## config.mk

```make
export PLATFORM = sky130hd
export DESIGN_NAME = wb_resp_mem
export DESIGN_NICKNAME = d
export VERILOG_FILES = /design/src/rtl/wb_resp_mem.sv
export SDC_FILE = /design/constraint.sdc
export NUM_CORES = 1
export LEC_CHECK = 0
export BUFFER_PORTS_ARGS = -buffer_cell sky130_fd_sc_hd__buf_2
export CAP_MARGIN = 40
export CORE_MARGIN = 2
export CORE_UTILIZATION = 30
export DETAILED_ROUTE_END_ITERATION = 10
export PLACE_DENSITY_LB_ADDON = 0.25
export SYNTH_ARGS = -nofsm -noshare
export SYNTH_HDL_FRONTEND = slang
export SYNTH_SLANG_ARGS = --single-unit
```

## constraint.sdc

```tcl
create_clock -name i_clk -period 1.1 [get_ports i_clk]
set_input_delay 0.22 -clock i_clk [delete_from_list [all_inputs] [get_ports i_clk]]
set_output_delay 0.22 -clock i_clk [all_outputs]
set_load 0.005 [all_outputs]
```

## src/rtl/wb_resp_mem.sv

```systemverilog
// wb_resp_mem -- pipelined Wishbone (B4) responder with a small word-addressed
// memory. Accepts one request per clock, byte-select writes, and answers each
// accepted request with ack (or err for out-of-range addresses) LATENCY
// cycles after acceptance, strictly in order.
//
// Optional build macro: WB_RESP_RANDSTALL_EN -- adds a 16-bit LFSR that
// pseudo-randomly asserts o_wb_stall while a cycle is open. Without it
// o_wb_stall is tied low.
//
// Ports:
//   i_clk, i_reset_n            clock, async active-low reset
//   i_wb_cyc, i_wb_stb, i_wb_we bus cycle, request strobe, write enable
//   i_wb_addr [AW]              word address
//   i_wb_data [DW], i_wb_sel    write data, byte selects
//   o_wb_stall                  request not accepted this cycle
//   o_wb_ack, o_wb_err          success / bus-error response (one-hot or idle)
//   o_wb_data [DW]              read data, nonzero only with a read ack
module wb_resp_mem #(
  parameter int          AW        = 5,
  parameter int          DW        = 32,
  parameter int          LATENCY   = 2,
  parameter int          MEMWORDS  = 24,
  parameter logic [15:0] LFSR_SEED = 16'hACE1
) (
  input  logic            i_clk,
  input  logic            i_reset_n,
  input  logic            i_wb_cyc,
  input  logic            i_wb_stb,
  input  logic            i_wb_we,
  input  logic [AW-1:0]   i_wb_addr,
  input  logic [DW-1:0]   i_wb_data,
  input  logic [DW/8-1:0] i_wb_sel,
  output logic            o_wb_stall,
  output logic            o_wb_ack,
  output logic [DW-1:0]   o_wb_data,
  output logic            o_wb_err
);

  localparam int SW = DW / 8;

  // Memory array has no reset; contents survive a bus reset.
  logic [DW-1:0] r_mem [MEMWORDS];

  // Response pipeline; stage LATENCY-1 is the registered output stage.
  logic [LATENCY-1:0] r_pv;
  logic [LATENCY-1:0] r_pe;
  logic [DW-1:0]      r_pd [LATENCY];

  logic          w_stall;
  logic          w_accept;
  logic          w_addr_ok;
  logic          w_flush;
  logic          w_head_v;
  logic [DW-1:0] w_rd_data;

`ifdef WB_RESP_RANDSTALL_EN
  logic [15:0] r_lfsr;
  logic        r_stall;
  logic        w_fb;

  // Fibonacci taps 16,14,13,11
  assign w_fb = r_lfsr[15] ^ r_lfsr[13] ^ r_lfsr[12] ^ r_lfsr[10];

  always_ff @(posedge i_clk or negedge i_reset_n) begin
    if (!i_reset_n) begin
      r_lfsr  <= LFSR_SEED;
      r_stall <= 1'b0;
    end else if (i_wb_cyc) begin
      r_lfsr  <= {r_lfsr[14:0], w_fb};
      r_stall <= r_lfsr[0] & r_lfsr[3];
    end else begin
      r_stall <= 1'b0;
    end
  end

  assign w_stall = r_stall;
`else
  logic [15:0] w_unused_seed;
  assign w_unused_seed = LFSR_SEED;
  assign w_stall       = 1'b0;
`endif

  assign w_addr_ok = ({{(32-AW){1'b0}}, i_wb_addr} < MEMWORDS);
  assign w_accept  = i_wb_cyc & i_wb_stb & ~w_stall;
  assign w_rd_data = (w_addr_ok && !i_wb_we) ? r_mem[i_wb_addr] : '0;

  // Abandoned cycles and a presented error both discard everything in flight,
  // including a request accepted on the same edge.
  assign w_flush = ~i_wb_cyc | (r_pv[LATENCY-1] & r_pe[LATENCY-1]);

  // Writes are gated by i_reset_n so an edge that lands during reset never
  // commits a write.
  always_ff @(posedge i_clk) begin
    if (i_reset_n && w_accept && w_addr_ok && i_wb_we) begin
      for (int b = 0; b < SW; b++) begin
        if (i_wb_sel[b]) r_mem[i_wb_addr][8*b +: 8] <= i_wb_data[8*b +: 8];
      end
    end
  end

  always_ff @(posedge i_clk or negedge i_reset_n) begin
    if (!i_reset_n) begin
      r_pv <= '0;
      r_pe <= '0;
      for (int i = 0; i < LATENCY; i++) r_pd[i] <= '0;
    end else begin
      r_pv[0] <= w_accept & ~w_flush;
      r_pe[0] <= w_accept & ~w_addr_ok;
      r_pd[0] <= w_rd_data;
      for (int i = 1; i < LATENCY; i++) begin
        r_pv[i] <= r_pv[i-1] & ~w_flush;
        r_pe[i] <= r_pe[i-1];
        r_pd[i] <= r_pd[i-1];
      end
    end
  end

  // Gating with i_wb_cyc keeps a response off the bus in the very cycle the
  // initiator abandons the cycle; the flush then clears it on the next edge.
  assign w_head_v   = r_pv[LATENCY-1] & i_wb_cyc;
  assign o_wb_ack   = w_head_v & ~r_pe[LATENCY-1];
  assign o_wb_err   = w_head_v &  r_pe[LATENCY-1];
  assign o_wb_data  = o_wb_ack ? r_pd[LATENCY-1] : '0;
  assign o_wb_stall = w_stall;

endmodule

```

==> summary.md <==
| Metric | Value |
|---|---|
| Clk buf depth | 3 |
| Cell count after synthesis | 1,793 |
| Met3 track demand over resource in global routing | 3.131% |
| Data arrival time at the worst-slack endpoint | 1.85 ns |
| Worst-case headroom to the max-slew limit | 58.18% |
| WP data required | 0.88 ns |
| Pins over their slew limit | 0 |
| Minimum clock period after layout | 2.070 ns |
| Depth of the CTS H-tree | 3 |
| Minimum setup slack among reg-to-reg paths | -0.31 ns |
| Count of distinct cell types in the synthesized netlist | 29 |
| Total gr overflow | 0 |
| Post-Synthesis Net Count | 1,839 |
| Antenna-violating nets left | 0 |
| Starting density of the core | 30.21% |
| Tightest Hold Check Type | in -> async |
| Critical setup path kind | reg -> out |
| Fmax achieved | 483.1 MHz |
| Largest net degree at the start of global routing | 37 |
| IR drop worst, VDD | 999.5 uV |
| Design Area, Final | 42,800 um2 |
| Clk_skew | 0.02069 ns |
| Detailed Routing Iterations Pass 1 | 6 |
| Layout cell share with drive strength beyond 1 | 35.92% |
| Unrepaired setup endpoints after global routing | yes |
| Outcome | finished with violations |
| Layout net count | 2,247 |
| Die outline height | 329.6 um |
| Wire length after detailed routing | 87,080 um |
| Met1 global-route usage | 21.19% |
| CP Launch Type | flop |
| Capturing point of the worst reg2reg path | r_pd[62] |
| Std-Cell Core Area | 105,300 um2 |
| Routed via count divided by cell count | 4.826 |
| Initial antenna violation count | 2 |
| Wire length of the first global-routing pass | 122,100 um |
| Violations in the final reports | hold timing, setup timing |
| Final Instance Count excl. Fillers | 3,669 |
| Number of CTS-inserted buffers | 90 |
| TritonCTS clock tree | built |
| Number of buffers inserted for hold repair after clock tree synthesis | 28 |
| Netlist area before placement | 31,800 um2 |
| Drt wl/cell | 23.73 um |
| Most common library cell in the layout ignoring fill and taps | edfxtp_1 |
| Total via count after detailed routing | 17,707 |
| Port Buf Inserts | 79 |
| #FFs+latches synth | 836 |
| Post-DP HPWL | 56,460 um |
| Final hold slack | -0.2664 ns |
| Count of cells along the worst register-to-register path | 4 |
| Most frequent cells in the layout | 768 x edfxtp_1, 323 x mux2i_1, 153 x buf_4 |
| Overall die width | 329.6 um |
| Static leakage | 15.06 nW |
| Max-cap viol count | 0 |
| Synthesized area per cell | 17.74 um2 |
| Ratio of final minimum period to clock period | 188.2% |
| # IOs | 81 |
| Post-place instance area | 37,680 um2 |
| DRC violations left | 0 |
| Crit path to | o_wb_data[16] |
| Met2 track demand over resource in global routing | 25.03% |
| Busiest layer in global routing | met2 |
| Min setup slack post-route | -0.9698 ns |
| Clock insertion delay at the later pin of the skew report | 0.65 ns |
| Number of rows created at floorplan | 119 |
| Startpoint of the worst-slack reg-to-reg timing path | r_mem[3][30] |
| Inst Count DP | 3,437 |
| Post-synthesis sequential area ratio | 77.88% |
| Yosys warnings | 0 |
| Total die area | 108,600 um2 |
| Setup-violating endpoint count in the final report | 72 |
| Gp weighted congestion | 0.8119 |
| Critical-path maximum fanout | 6 |
| Via count of the first global-routing pass | 18,114 |
| Count of filler cells inserted in the layout | 9,406 |
| Area added between synthesis and finish | 34.59% |
| Initial DRC count | 1,570 |
| Worst Setup End Kind | output pin |
| Clock tree root buffer cell | clkbuf_16 |
| Start point of the critical path | r_pv[1] |
| Actual slew at the worst max-slew pin | 0.6273 ns |
| Overall track demand over capacity in global routing | 15.44% |
| Sinks on the clock net | 836 |
| Power Density | 1619 nW/um2 |
| Count of endpoints failing hold in the final timing report | 32 |
| Register clock-pin slew on the reported worst setup and hold paths | 0.06 ns |
[area by class of cell]
class	instances	area (um2)	area share [%]
diodes	1	2.502	0.005847
well taps	1391	1740	4.067
clock inverters	43	494.2	1.155
flip-flops and latches	836	24760	57.86
repair buffers	427	5275	12.33
multi-input cells	846	7998	18.69
clock buffers	125	2525	5.900
[cell families after synthesis]
kind of cell / count (synthesis) / synth area share (%)
compound gates: 213 / 4.308
buf+inv: 111 / 1.621
flops: 836 / 77.88
mux: 371 / 12.19
other cells: 1 / 0.01179
simple gates: 261 / 3.994
[worst max-delay path, cell delays in order, from the launching register on]
cell,delay [ns]
dfrtp_1,0.37
nand2_2,0.08
nor2_4,0.10
buf_12,0.21
buf_16,0.19
and2_4,0.16
buf_6,0.08
[report_power, final]
group	switching, mW	internal, mW
sequential	0.0970	34.9
combinational	2.22	1.64
clock	12.2	18.3
total	14.5	54.8
[stage by stage]
| step | setup TNS (ns) | hold slack [ns] | utilization (%) | setup slack, ns | total power, mW |
|---|---|---|---|---|---|
| after detailed placement | -684.70 | 0.3347 | 35.79 | -1.045 | 39.06 |
| final | -36.51 | -0.2664 | 40.66 | -0.9698 | 69.30 |
| after floorplan | -538.94 | -0.07559 | - | -0.8034 | 37.08 |
| after CTS | -37.39 | -0.2587 | 39.80 | -1.026 | 69.83 |
| after global routing | -42.22 | -0.2607 | 40.65 | -1.078 | 71.39 |
| after global placement | -665.36 | 0.3347 | 35.79 | -1.028 | 39.02 |
[state kept, by name, indices dropped and copies added, names as in the netlist]
signal  count
r_pd       64
r_pv        2
r_mem     768
r_pe        2
[worst min-delay path by stage]
stage	from	to	slack [ns]
finish	i_reset_n	r_pd[37]	-0.27
global route	i_reset_n	r_pe[1]	-0.26
global placement	r_pd[52]	r_pd[20]	0.33
detailed placement	r_pd[52]	r_pd[20]	0.33
CTS	i_reset_n	r_pd[37]	-0.26
floorplan	i_reset_n	r_pd[0]	-0.08
[synth_stat cells (all sizes together)]
master   instances  area (um2)
nand2           42       157.7
nand2b           1       6.260
nor3             1       5.000
nand4bb          3       33.78
or4b             3       30.03
a22oi           38       285.3
or4              1       7.510
nor2b            2       12.51
and2            33       206.5
o22ai          128       800.8
mux4            13       292.8
nor2           100       375.4
a21oi           34       170.2
edfxtp         768       23060
nor3b            3       22.52
dfrtp           68        1702
and3             1       6.260
and3b            2       17.52
buf             62       331.6
conb             1       3.750
mux2i          358        3583
nand4b           1       8.760
clkbuf          49       183.9
a2bb2oi         13       113.9
nand3           36       180.2
nor4            32       200.2
[routing by layer]
| layer | vias to the layer above | share of wire, % |
|---|---|---|
| li1 | 7924 | - |
| met2 | 503 | 48 |
| met1 | 9158 | 44 |
| met4 | 0 | 2.1 |
| met3 | 122 | 6.1 |
| met5 | - | 0 |
[timing repair]
item | in CTS | in global routing
endpoints found under the setup margin | 804 | 720
resized for setup | 136 | 124
setup buffers | 21 | 7
gates cloned | 0 | 11
pin swaps | 89 | 57
endpoints found under the hold margin | 593 | 32
No activity file was read; power rests on OpenSTA's default activity.
